### src/rtl/dds_pkg.sv
// dds_pkg: shared constants for the DDS waveform source.
//   MODE_*   waveform select encodings carried with every sample
//   FTW_RST  active tuning word after reset (generator parked)
//   AMP_RST  active amplitude after reset (full scale)
//   LAT      sample_en -> dac_valid latency for the default ROM latency
package dds_pkg;

  localparam logic [1:0] MODE_SINE   = 2'd0;
  localparam logic [1:0] MODE_SQUARE = 2'd1;
  localparam logic [1:0] MODE_TRI    = 2'd2;
  localparam logic [1:0] MODE_SAW    = 2'd3;

  localparam int ACC_W_DEF   = 32;
  localparam int AMP_W_DEF   = 8;
  localparam int ROM_LAT_DEF = 1;

  localparam logic [ACC_W_DEF-1:0] FTW_RST = '0;
  localparam logic [AMP_W_DEF-1:0] AMP_RST = '1;

  // S1 (rom_addr) + ROM stages + shape/scale register + output register
  localparam int LAT = ROM_LAT_DEF + 3;

  function automatic int unsigned pipe_lat(input int unsigned rom_lat);
    return rom_lat + 3;
  endfunction

endpackage

### src/rtl/dds_wave_shaper.sv
// dds_wave_shaper: selects the raw waveform value for one sample and scales
// it around midscale by amp / 2^AMP_W, with one register stage.
//   clk, rst_n      clock, synchronous active-low reset
//   smp_valid       sample present at the shaper input this cycle
//   mode, amp       per-sample waveform mode and amplitude word
//   phase_top       top DATA_W+1 bits of the phase index of the sample
//   carry           accumulator carry of the sample
//   rom_q           sine ROM data aligned with this sample
//   shaped_valid    registered sample strobe
//   shaped_data     registered scaled sample (held between samples)
//   shaped_carry    registered carry, qualified by shaped_valid
module dds_wave_shaper
  import dds_pkg::*;
#(
  parameter int DATA_W = 8,
  parameter int AMP_W  = 8
) (
  input  logic              clk,
  input  logic              rst_n,
  input  logic              smp_valid,
  input  logic [1:0]        mode,
  input  logic [AMP_W-1:0]  amp,
  input  logic [DATA_W:0]   phase_top,
  input  logic              carry,
  input  logic [DATA_W-1:0] rom_q,
  output logic              shaped_valid,
  output logic [DATA_W-1:0] shaped_data,
  output logic              shaped_carry
);

  localparam int PROD_W = DATA_W + AMP_W + 2;
  localparam logic [DATA_W-1:0] MIDSCALE = {1'b1, {(DATA_W-1){1'b0}}};

  logic [DATA_W-1:0]        raw;
  logic [DATA_W-1:0]        scaled;
  logic signed [DATA_W:0]   centered;
  logic signed [PROD_W-1:0] prod;
  logic signed [PROD_W-1:0] prod_sh;

  always_comb begin
    raw = '0;
    unique case (mode)
      MODE_SINE:   raw = rom_q;
      MODE_SQUARE: raw = phase_top[DATA_W] ? '0 : '1;
      // triangle uses one phase bit below the saw slice so it spans full scale per half period
      MODE_TRI:    raw = phase_top[DATA_W] ? ~phase_top[DATA_W-1:0] : phase_top[DATA_W-1:0];
      default:     raw = phase_top[DATA_W:1];
    endcase

    centered = $signed({1'b0, raw}) - $signed({1'b0, MIDSCALE});
    prod     = PROD_W'(centered) * PROD_W'($signed({1'b0, amp}));
    // arithmetic shift floors toward -inf; the result always lands inside the code range
    prod_sh  = prod >>> AMP_W;
    scaled   = DATA_W'(prod_sh + PROD_W'(MIDSCALE));
  end

  always_ff @(posedge clk) begin
    if (!rst_n) begin
      shaped_valid <= 1'b0;
      shaped_data  <= MIDSCALE;
      shaped_carry <= 1'b0;
    end else begin
      shaped_valid <= smp_valid;
      shaped_carry <= smp_valid & carry;
      if (smp_valid) begin
        shaped_data <= scaled;
      end
    end
  end

endmodule

### src/rtl/dds_signal_gen.sv
// dds_signal_gen: single-channel DDS source (sine/square/triangle/saw).
//   clk, rst_n         clock, synchronous active-low reset
//   sample_en          one-cycle strobe, takes one sample from the accumulator
//   cfg_valid/ready    config handshake; ready is low while a config is pending
//   cfg_ftw/phase/mode/amp/apply_now   config word fields
//   rom_addr, rom_q    external sine ROM, data ROM_LAT cycles after address
//   dac_data           registered output sample, held between samples
//   dac_valid          one-cycle strobe per output sample
//   wrap_pulse         set with dac_valid of a sample whose accumulator add carried
module dds_signal_gen
  import dds_pkg::*;
#(
  parameter int ACC_W   = 32,
  parameter int PHASE_W = 11,
  parameter int DATA_W  = 8,
  parameter int AMP_W   = 8,
  parameter int ROM_LAT = 1
) (
  input  logic               clk,
  input  logic               rst_n,
  input  logic               sample_en,
  input  logic               cfg_valid,
  output logic               cfg_ready,
  input  logic [ACC_W-1:0]   cfg_ftw,
  input  logic [PHASE_W-1:0] cfg_phase,
  input  logic [1:0]         cfg_mode,
  input  logic [AMP_W-1:0]   cfg_amp,
  input  logic               cfg_apply_now,
  output logic [PHASE_W-1:0] rom_addr,
  input  logic [DATA_W-1:0]  rom_q,
  output logic [DATA_W-1:0]  dac_data,
  output logic               dac_valid,
  output logic               wrap_pulse
);

  localparam int TOP_W = DATA_W + 1;
  localparam logic [DATA_W-1:0] MIDSCALE = {1'b1, {(DATA_W-1){1'b0}}};

  // active configuration
  logic [ACC_W-1:0]   acc;
  logic [ACC_W-1:0]   ftw_act;
  logic [PHASE_W-1:0] phase_act;
  logic [1:0]         mode_act;
  logic [AMP_W-1:0]   amp_act;

  // shadow configuration
  logic [ACC_W-1:0]   ftw_sh;
  logic [PHASE_W-1:0] phase_sh;
  logic [1:0]         mode_sh;
  logic [AMP_W-1:0]   amp_sh;
  logic               now_sh;
  logic               pending;

  logic [ACC_W:0]     acc_sum;
  logic [PHASE_W-1:0] idx;
  logic               wrap_hit;
  logic               do_apply;
  logic               do_capture;

  // per-sample metadata aligned with the ROM read; entry 0 is the S1 stage
  logic [ROM_LAT:0]   pv;
  logic [ROM_LAT:0]   pc;
  logic [1:0]         pm [ROM_LAT+1];
  logic [AMP_W-1:0]   pa [ROM_LAT+1];
  logic [TOP_W-1:0]   pp [ROM_LAT+1];

  logic               shaped_valid;
  logic [DATA_W-1:0]  shaped_data;
  logic               shaped_carry;

  always_comb begin
    acc_sum    = {1'b0, acc} + {1'b0, ftw_act};
    idx        = acc[ACC_W-1 -: PHASE_W] + phase_act;
    // only a wrap seen while already pending counts, so a wrap in the capture cycle is skipped
    wrap_hit   = sample_en & acc_sum[ACC_W] & pending;
    // a parked generator (ftw 0) never wraps, so it takes the new config straight away
    do_apply   = pending & (now_sh | (ftw_act == '0) | wrap_hit);
    do_capture = cfg_valid & ~pending;
  end

  assign cfg_ready = ~pending;

  always_ff @(posedge clk) begin
    if (!rst_n) begin
      acc       <= '0;
      ftw_act   <= ACC_W'(FTW_RST);
      phase_act <= '0;
      mode_act  <= MODE_SINE;
      amp_act   <= AMP_W'(AMP_RST);
      ftw_sh    <= '0;
      phase_sh  <= '0;
      mode_sh   <= MODE_SINE;
      amp_sh    <= '0;
      now_sh    <= 1'b0;
      pending   <= 1'b0;
    end else begin
      if (sample_en) begin
        acc <= acc_sum[ACC_W-1:0];
      end
      // apply and capture are mutually exclusive: one needs pending, the other !pending
      if (do_apply) begin
        ftw_act   <= ftw_sh;
        phase_act <= phase_sh;
        mode_act  <= mode_sh;
        amp_act   <= amp_sh;
        pending   <= 1'b0;
      end
      if (do_capture) begin
        ftw_sh   <= cfg_ftw;
        phase_sh <= cfg_phase;
        mode_sh  <= cfg_mode;
        amp_sh   <= cfg_amp;
        now_sh   <= cfg_apply_now;
        pending  <= 1'b1;
      end
    end
  end

  always_ff @(posedge clk) begin
    if (!rst_n) begin
      rom_addr <= '0;
      pv       <= '0;
      pc       <= '0;
      for (int k = 0; k <= ROM_LAT; k++) begin
        pm[k] <= MODE_SINE;
        pa[k] <= '0;
        pp[k] <= '0;
      end
    end else begin
      pv[0] <= sample_en;
      if (sample_en) begin
        rom_addr <= idx;
        pc[0]    <= acc_sum[ACC_W];
        pm[0]    <= mode_act;
        pa[0]    <= amp_act;
        pp[0]    <= idx[PHASE_W-1 -: TOP_W];
      end
      for (int k = 1; k <= ROM_LAT; k++) begin
        pv[k] <= pv[k-1];
        pc[k] <= pc[k-1];
        pm[k] <= pm[k-1];
        pa[k] <= pa[k-1];
        pp[k] <= pp[k-1];
      end
    end
  end

  dds_wave_shaper #(
    .DATA_W (DATA_W),
    .AMP_W  (AMP_W)
  ) u_shaper (
    .clk          (clk),
    .rst_n        (rst_n),
    .smp_valid    (pv[ROM_LAT]),
    .mode         (pm[ROM_LAT]),
    .amp          (pa[ROM_LAT]),
    .phase_top    (pp[ROM_LAT]),
    .carry        (pc[ROM_LAT]),
    .rom_q        (rom_q),
    .shaped_valid (shaped_valid),
    .shaped_data  (shaped_data),
    .shaped_carry (shaped_carry)
  );

  always_ff @(posedge clk) begin
    if (!rst_n) begin
      dac_data   <= MIDSCALE;
      dac_valid  <= 1'b0;
      wrap_pulse <= 1'b0;
    end else begin
      dac_valid  <= shaped_valid;
      wrap_pulse <= shaped_carry;
      if (shaped_valid) begin
        dac_data <= shaped_data;
      end
    end
  end

endmodule
### config.mk
export PLATFORM = sky130hd
export DESIGN_NAME = dds_signal_gen
export DESIGN_NICKNAME = d
export VERILOG_FILES = /design/src/rtl/dds_pkg.sv /design/src/rtl/dds_wave_shaper.sv /design/src/rtl/dds_signal_gen.sv
export SDC_FILE = /design/constraint.sdc
export NUM_CORES = 1
export LEC_CHECK = 0
export CAP_MARGIN = 25
export CORE_ASPECT_RATIO = 1.75
export CORE_MARGIN = 4
export CORE_UTILIZATION = 54
export CTS_CLUSTER_SIZE = 28
export DETAILED_ROUTE_END_ITERATION = 10
export PLACE_DENSITY_LB_ADDON = 0.1
export SLEW_MARGIN = 20
export SYNTH_ARGS = -nofsm -noshare
export SYNTH_HDL_FRONTEND = slang
export SYNTH_HIERARCHICAL = 1
export SYNTH_SLANG_ARGS = --single-unit
### constraint.sdc
create_clock -name clk -period 5.01 [get_ports clk]
set_clock_uncertainty 0.2 [all_clocks]
set_input_delay 1.002 -clock clk [delete_from_list [all_inputs] [get_ports clk]]
set_output_delay 1.002 -clock clk [all_outputs]
set_load 0.05 [all_outputs]
# ---- Word-level counts from Yosys, hierarchy flattened
# Memory sizes are Yosys's and may differ from the RTL's.
# Index checks and enable logic that the tools add are counted.
dict set report classes {
  n_mux 16
  bitwise_logic 15
  n_mul 1
  reduce_logical 3
  n_addsub 4
  eq_ne 2
}
# operator n
set ops {}
lappend ops {{adder 32 x 32 -> 33 bit} 1}
lappend ops {{zero test 32 bit} 1}
lappend ops {{2-to-1 mux 8 bit} 4}
lappend ops {{case mux 8 bit (3 select lines)} 1}
lappend ops {{2-to-1 mux 9 bit} 2}
lappend ops {{multiplier 9 x 9 -> 16 bit} 1}
lappend ops {{adder 11 bit} 1}
lappend ops {{subtractor 8 x 8 -> 9 bit, second input constant} 1}
lappend ops {{adder 8 bit, second input constant} 1}
lappend ops {{inverter 8 bit} 1}
lappend ops {{OR 1 bit} 8}
lappend ops {{2-to-1 mux 1 bit} 7}
lappend ops {{bitwise AND 1 bit} 5}
lappend ops {{2-to-1 mux 2 bit} 2}
lappend ops {{== test 2 x 1 -> 1 bit, second input constant} 1}
lappend ops {{== test 2 bit, second input constant} 1}
lappend ops {{zero test 2 bit} 1}
lappend ops {{nonzero test 2 bit} 1}
lappend ops {{inverter 1 bit} 1}
dict set report word_totals {
  regBits 175
  output_inout_bits 22
  n_memories 3
  word_cells 65
  input_bits 66
  ram_bits 38
}
# memory depth word_bits read_ports rd_clocked_by_memory_dff write_ports line
set memory_table {}
lappend memory_table {pp 2 9 2 0 2 dds_signal_gen.sv:65} ;# logic [TOP_W-1:0] pp [ROM_LAT+1];
lappend memory_table {pa 2 8 2 0 2 dds_signal_gen.sv:64} ;# logic [AMP_W-1:0] pa [ROM_LAT+1];
lappend memory_table {pm 2 2 2 0 2 dds_signal_gen.sv:63} ;# logic [1:0] pm [ROM_LAT+1];

# ---- Depth between registers and ports, before layout
# Gate-level depths: netlist of the first run.
dict set report depth {
  depth_word 7
  depth_mapped 23
  mapped_depth_nobuf 21
}

# ---- Cells and area by module
# Netlist of the first run, hierarchy kept.
# mod instances seq_area_each_um2 cells_per_inst area_each_um2
set by_module_without_submodules {}
lappend by_module_without_submodules {dds_signal_gen 1 4444.3 980 9310.2}
lappend by_module_without_submodules {dds_wave_shaper 1 200.2 346 3011.6}

# ---- Worst setup path after synthesis of the first run
# No wires, ideal clock.
dict set report synth_path {
  path_kind {reg2reg}
  from {mem pm[1][1], in the netlist pm[0][3]}
  to {reg u_shaper.shaped_data[6]}
  path_buffers 2
  path_stages_with_launch 21
  t_arrival_ns 5.188
  slack_ns -0.500
  setup_ns 0.123
  path_cell_list {edfxtp_1 buf_2 or2_2 clkbuf_1 o221a_2 and2_1 fa_1 inv_1 fa_1 inv_1 fa_1 inv_1 fa_1 inv_1 ha_1 a21o_1 a21oi_1 o211ai_4 a311oi_1 xor2_1 o21ai_1}
}
# element line
set synth_rtl {}
lappend synth_rtl {{from (decl)} dds_signal_gen.sv:63}
lappend synth_rtl {{to (signal assigned)} dds_wave_shaper.sv:66} ;# shaped_data <= scaled;
lappend synth_rtl {{to (decl)} dds_wave_shaper.sv:27} ;# output logic [DATA_W-1:0] shaped_data,

# ---- Worst setup path in the final report of the first run
dict set report layout_path {
  from {in rom_q[1]}
  to {reg u_shaper.shaped_data[6]}
}
dict set report layout_between {
  elab_chain_len 4
}
# element line
set layout_rtl {}
lappend layout_rtl {{from (decl)} dds_signal_gen.sv:30} ;# input logic [DATA_W-1:0] rom_q,
lappend layout_rtl {{case mux 8 bit (3 select lines)} dds_wave_shaper.sv:42} ;# unique case (mode)
lappend layout_rtl {{subtractor 8 x 8 -> 9 bit} dds_wave_shaper.sv:50} ;# centered = $signed({1'b0, raw}) - $signed({1'b0, MIDSCALE});
lappend layout_rtl {{multiplier 9 x 9 -> 16 bit} dds_wave_shaper.sv:51} ;# prod = PROD_W'(centered) * PROD_W'($signed({1'b0, amp}));
lappend layout_rtl {{adder 8 bit} dds_wave_shaper.sv:54} ;# scaled = DATA_W'(prod_sh + PROD_W'(MIDSCALE));
# No other way between the ends.
# A chain may end at the register's enable or synchronous reset.

==> key figures, run 1 <==
Outcome
  – Status: finished with violations
  – Violated checks: negative setup slack

Place
  – Placed cells: 1718
  – Post-DP HPWL: 22300 µm
  – Port bufs: 87
  – GPL Wtd Cong: 0.902
  – Worst slack at placement: -729 ps

Setup path
  – WP data required: 5200 ps
  – CP Capture Type: register
  – Crit path launch type: input port
  – CP max FO: 7
  – R2R depth: 19
  – Crit path arrival time: 5270 ps
  – CP Class: input port to register

Layout
  – Ant diodes: 0
  – Layout fillers: 1914
  – Non-filler cells, final: 1758
  – Layout cell share with drive strength beyond 1: 11.4%
  – Area grow syn2layout: 19.2%
  – NumNets Final: 1636

Min path
  – Type of the worst min-delay path: register to register
  – WHS Path Cells: 1

Power and ir drop
  – Clock power share: 25.6%
  – Share of power burned in registers: 32.9%
  – P_leak: 6.33 nW
  – Logic pwr share: 41.5%
  – Worst VDD drop: 0.338 mV
  – Switching power: 2.02 mW
  – P_int: 3.99 mW
  – Switching share of power: 33.6%
  – PD cells: 409 mW/mm²

Routing
  – Drt first pass iters: 4
  – Final wirelength: 29300 µm
  – Via count: 9508
  – DR iter-0 viols: 519
  – Final ANT Viol Nets: 0
  – Drt wl/cell: 16.7 µm
  – DR DRC count: 0
  – Vias per inst: 5.41

Clock network
  – Clock sink total: 213
  – Clock buffer depth: 3
  – CTS Buf Count: 20
  – CTS tree: yes
  – Clock latency on the worst-skew pair: 510 ps
  – H-tree depth: 1
  – Clock tree root driver cell: clkbuf_16
  – Worst-path clk slew: 60 ps

Die
  – Num ports: 88
  – Die area: 0.0254 mm²
  – Die W: 122 µm
  – DIE HEIGHT: 208 µm
  – Core ar.: 0.0223 mm²
  – # rows: 72
  – Initial core utilization: 55.4%

Logic synthesis
  – Synth top area cells: dfxtp_1 (28%), edfxtp_1 (9.3%), fa_1 (8.6%), ha_1 (7.0%), mux2i_1 (6.3%)
  – Mean Syn Cell Area: 9.29 µm²
  – Top_reg_cell synth: dfxtp_1
  – EDFF count, synth: 38
  – Yosys reg bits: 213
  – Cell variety after synth: 75
  – Synth top area share: 28.4%
  – Post-Synthesis Cells: 1326
  – Synth warn: 6
  – Post-synthesis sequential area ratio: 37.7%
  – Async SR Flop Fraction: 0%
  – Synth Cell Area: 0.0123 mm²
  – Synth area leader: dfxtp_1

Timing
  – Final Critical Period: 5080 ps
  – Final Cycle Share: 101%
  – Final Setup Violations: 6
  – Max Freq: 0.197 GHz
  – Total negative slack: -242 ps
  – Final slew viol count: 0
  – Final Hold Viols: 0
  – Worst Slack Setup Final: -72.0 ps
  – Max-slew headroom: 48.4%
  – Worst Tran Pin Value: 774 ps
  – Minimum hold slack: 236 ps
  – RSZ-0062 raised after global routing: true

Global route
  – Largest net degree at the start of global routing: 75
  – First-pass GRT wire length: 47100 µm
  – Overflow after GRT: 0
  – Initial antenna violation count: 0
  – Total GRT Usage: 23.0%
  – Vias in the first global route: 9616

Flow run
  – Max-Cap Viols: 0
synth_stat cells (all sizes together), types with 8 or more instances:
master	instances
dfxtp	175
xnor2	28
xor2	14
nor2	96
nand4	10
mux2i	78
and3	20
nor4	8
nor3	11
a21oi	105
fa	53
inv	93
edfxtp	38
nor2b	10
and2	74
a211oi	10
o211ai	9
nand2	186
ha	69
o21ai	48
nand3	17
a31oi	13
a21o	25
clkbuf	41
buf	20
metal layers:
layer  routed length (µm)  GRT usage (%)  vias to the layer above
li1                     -              -                     4759
met1                10500           23.5                     4518
met2                16800           45.9                      168
met3                  805           2.21                       63
met4                 1190           9.47                        0
met5                    0              0                        -
kinds of logic after synthesis:
family                     count (synthesis)  share of synthesized area [%]
AOI/OAI and AO/OA                        258                           13.8
xor gates and xnor gates                  42                           2.99
adders and majority gates                122                           15.6
buffers and inverters                    154                           5.65
DFF                                      213                           37.7
muxes                                     78                           6.34
other                                      1                         0.0304
and+or+nand+nor                          458                           17.9
power by group through the flow:
stage | logic [mW] | registers [mW] | clock network (mW)
after CTS | 2.48 | 1.98 | 1.57
after global routing | 2.78 | 1.99 | 1.64
final | 2.49 | 1.98 | 1.53
after detailed placement | 2.41 | 2.02 | 0
after global placement | 2.35 | 2.01 | 0
after floorplan | 1.71 | 1.99 | 0
timing repair:
| action | CTS | global route |
|---|---|---|
| buffers inserted | 3 | 2 |
| gates resized for setup | 18 | 13 |
| cloned | 0 | 0 |
| hold buffers | 0 | 0 |
| endpoints found under the setup margin | 6 | 8 |
| pin swaps | 23 | 28 |
critical path: stages:
cell and delay, ps:
clkdlybuf4s50_1 520, nor3_4 50, a211oi_4 400, and3_1 230
ha_1 150, inv_1 50, fa_1 510, inv_1 50
fa_1 490, inv_1 50, fa_1 490, inv_2 50
ha_4 260, and3_4 200, nand4_4 110, o211ai_4 250
a311oi_2 140, xor2_1 170, o21ai_1 70
final cells by class:
| cell class | instances | area [µm²] | share of cell area, % |
|---|---|---|---|
| multi-input combinational | 977 | 7340 | 49.9 |
| sequential | 213 | 4640 | 31.6 |
| timing repair buffer | 143 | 1310 | 8.89 |
| clock buffer | 25 | 571 | 3.88 |
| tap | 296 | 370 | 2.52 |
| inverter | 93 | 352 | 2.39 |
| clock inverter | 11 | 108 | 0.733 |
path summary, 6_finish.rpt:
| kind | to | slack (ps) | from |
|---|---|---|---|
| hold reg to reg | pv[1] | 240 | pv[0] |
| hold / removal | pv[1] | 240 | pv[0] |
| setup / recovery | u_shaper/shaped_data[6] | -70 | rom_q[1] |
| setup reg to reg | u_shaper/shaped_data[6] | -40 | pm[0][2] |
registers in the layout, summed over array words and instances (netlist names):
name / count
acc: 32
amp_act: 8
amp_sh: 8
dac_data: 8
dac_valid: 1
ftw_act: 32
ftw_sh: 32
mode_act: 2
mode_sh: 2
now_sh: 1
pa: 16
pc: 2
pending: 1
phase_act: 11
phase_sh: 11
pm: 4
pp: 18
pv: 2
rom_addr: 11
u_shaper/shaped_carry: 1
u_shaper/shaped_data: 8
u_shaper/shaped_valid: 1
wrap_pulse: 1
layout by cell type (no fill, tap or decap), types with 63 or more instances in the layout:
cell	netlist	routed
a21oi_1	100	95
and2_1	74	67
clkdlybuf4s50_1	0	83
dfxtp_1	175	175
ha_1	69	63
inv_1	93	84
mux2i_1	78	78
nand2_1	186	183
nor2_1	95	94
per-stage QoR:
stage	total power [mW]	util, %	instance area [µm²]
2_1_floorplan	3.71	-	12600
3_3_place_gp	4.36	62.4	13900
3_5_place_dp	4.43	62.4	13900
4_1_cts	6.02	65.7	14600
5_1_grt	6.41	66.0	14700
6_report	6.01	66.0	14700
Note: power is estimated with default switching activity, not from simulation.
==> inputs of run 2 (changes only) <==
--- a/config.mk
+++ b/config.mk
@@ -7,7 +7,6 @@
 export LEC_CHECK = 0
 export CAP_MARGIN = 25
 export CORE_ASPECT_RATIO = 1.75
-export CORE_MARGIN = 4
 export CORE_UTILIZATION = 54
 export CTS_CLUSTER_SIZE = 28
 export DETAILED_ROUTE_END_ITERATION = 10
==> run 2 against run 1 <==
Effect of this change: the run still ends with negative setup slack left; die area down 7.7%; first-iteration DRC count down 26%; critical path depth down 1; critical path type is now register to register; largest cell class unchanged; largest power group unchanged; highest routed layer unchanged.
==> key figures, run 2 (synthesis gave the netlist of run 1 again) <==
Outcome
  – Status: finished with violations
  – Violated checks: negative setup slack

Clock network
  – CTS Buf Count: 20
  – Clock buffer depth: 3
  – CTS tree: yes
  – Clock latency on the worst-skew pair: 500 ps
  – Worst-path clk slew: 60 ps
  – Clock sink total: 213
  – H-tree depth: 1
  – Clock tree root driver cell: clkbuf_16

Routing
  – Vias per inst: 5.46
  – Final wirelength: 29700 µm
  – DR iter-0 viols: 386
  – WL met1: 10500 µm
  – Final ANT Viol Nets: 0
  – Via count: 9631
  – Max layer used: met4
  – Drt wl/cell: 16.9 µm
  – Wire length on met2: 16400 µm
  – Drt first pass iters: 5
  – DR DRC count: 0
  – Met3 wire len: 962 µm

Place
  – Post-DP HPWL: 22400 µm
  – GPL Wtd Cong: 0.933
  – Port bufs: 87
  – Placed cells: 1717

Flow run
  – Max-Cap Viols: 0

Setup path
  – Worst Setup SP: pm[0][2]
  – WP data required: 5200 ps
  – CP Class: register to register
  – Crit path arrival time: 5330 ps
  – Crit path launch type: register
  – CP max FO: 6
  – CP Capture Type: register
  – Launch point of the worst reg-to-reg path: pm[0][2]

Min path
  – Hold Startpoint: pv[0]
  – Type of the worst min-delay path: register to register

Global route
  – First-pass GRT wire length: 48000 µm
  – Vias in the first global route: 9795
  – Initial antenna violation count: 0
  – Total GRT Usage: 26.1%
  – Largest net degree at the start of global routing: 77
  – Overflow after GRT: 0

Layout
  – Commonest non-fill, non-tap cells in the layout: nand2_1 (183), dfxtp_1 (175), nor2_1 (94), a21oi_1 (94)
  – Layout cell share with drive strength beyond 1: 11.9%
  – Ant diodes: 0
  – Most common cell after layout, fill and taps aside: nand2_1
  – Non-filler cells, final: 1763
  – Area grow syn2layout: 19.6%
  – Top flop regs: acc: 32 flops, ftw_act: 32 flops, ftw_sh: 32 flops
  – NumNets Final: 1641

Timing
  – Final Critical Period: 5140 ps
  – Final slew viol count: 0
  – Final Setup Violations: 6
  – Final Hold Viols: 0
  – Max Freq: 0.194 GHz
  – Worst Tran Pin Value: 867 ps
  – RSZ-0062 raised after global routing: true
  – Final Cycle Share: 103%
  – Worst Slack Setup Final: -132 ps
  – Max-slew headroom: 42.1%

Die
  – Initial core utilization: 55.4%
  – DIE HEIGHT: 202 µm
  – # rows: 72
  – Core ar.: 0.0223 mm²
  – Die area: 0.0235 mm²
  – Num ports: 88
  – Die W: 116 µm

Power and ir drop
  – Worst VDD drop: 0.321 mV
  – Final Power: 6.10 mW
  – PD cells: 414 mW/mm²
  – P_leak: 6.38 nW
-- run 2: cell types whose count changed in the layout (fill, tap and decap cells not counted), moves of 2 or more --
cell and delta:
bufinv_16 +2, fa_2 +2, clkinvlp_4 -5, buf_4 +6
fa_1 -2, clkbuf_8 -2, clkinv_2 +4
-- run 2: area by class of cell --
cell class                      instances  area, µm²
Clock inverter                         12        145
Timing Repair Buffer                  148       1340
Multi-Input combinational cell        977       7340
Tap cell                              296        370
Clock buffer                           24        547
Fill cell                            1898       7510
Inverter                               93        352
Sequential cell                       213       4640
-- run 2: layer usage --
metal  vias to the layer above  GRT usage (%)
li1                       4755              -
met1                      4605           26.5
met2                       183           49.4
met5                         -              0
met3                        88           3.48
met4                         0           15.2
-- run 2: stage by stage --
stage | setup TNS, ps | hold WS (ps) | setup WS (ps) | utilization, % | instance area, µm²
floorplan | -130 | 212 | -71.4 | - | 12600
global placement | -4580 | 213 | -656 | 62.3 | 13900
detailed placement | -5100 | 223 | -749 | 62.3 | 13900
CTS | -546 | 248 | -114 | 65.9 | 14700
global route | -1740 | 271 | -321 | 66.2 | 14700
finish | -546 | 244 | -132 | 66.2 | 14700
-- run 2: path summary, 6_finish.rpt --
path,to,slack (ps),cells after the start
max,u_shaper/shaped_data[6],-130,18
min,pv[1],240,1
max reg2reg,u_shaper/shaped_data[6],-130,18
min reg2reg,pv[1],240,1
-- run 2: worst max-delay path, stage by stage, from the launching register on --
cell and delay, ps:
edfxtp_1 480, nor2b_4 290, buf_4 150, a21oi_1 40
o221a_4 290, and2_1 180, fa_1 510, fa_1 460
fa_1 590, inv_1 60, fa_1 490, inv_2 50
ha_4 270, and3_4 200, nand4_4 110, o211ai_4 260
a311oi_2 150, xor2_1 180, o21ai_1 70
-- run 2: report_power, final --
group          total [mW]  internal (mW)  leakage, nW  switching (mW)
clock network        1.59          0.938        0.350           0.647
logic                2.54           1.24         4.21            1.30
registers            1.98           1.88         1.82          0.0931
total                6.10           4.06         6.38            2.04
-- run 2: repair_timing --
action                                  CTS  global route
pin swaps                                15            13
buffers inserted                          8             3
resized for setup                        18            15
hold buffers                              0             0
endpoints found under the setup margin    6             8
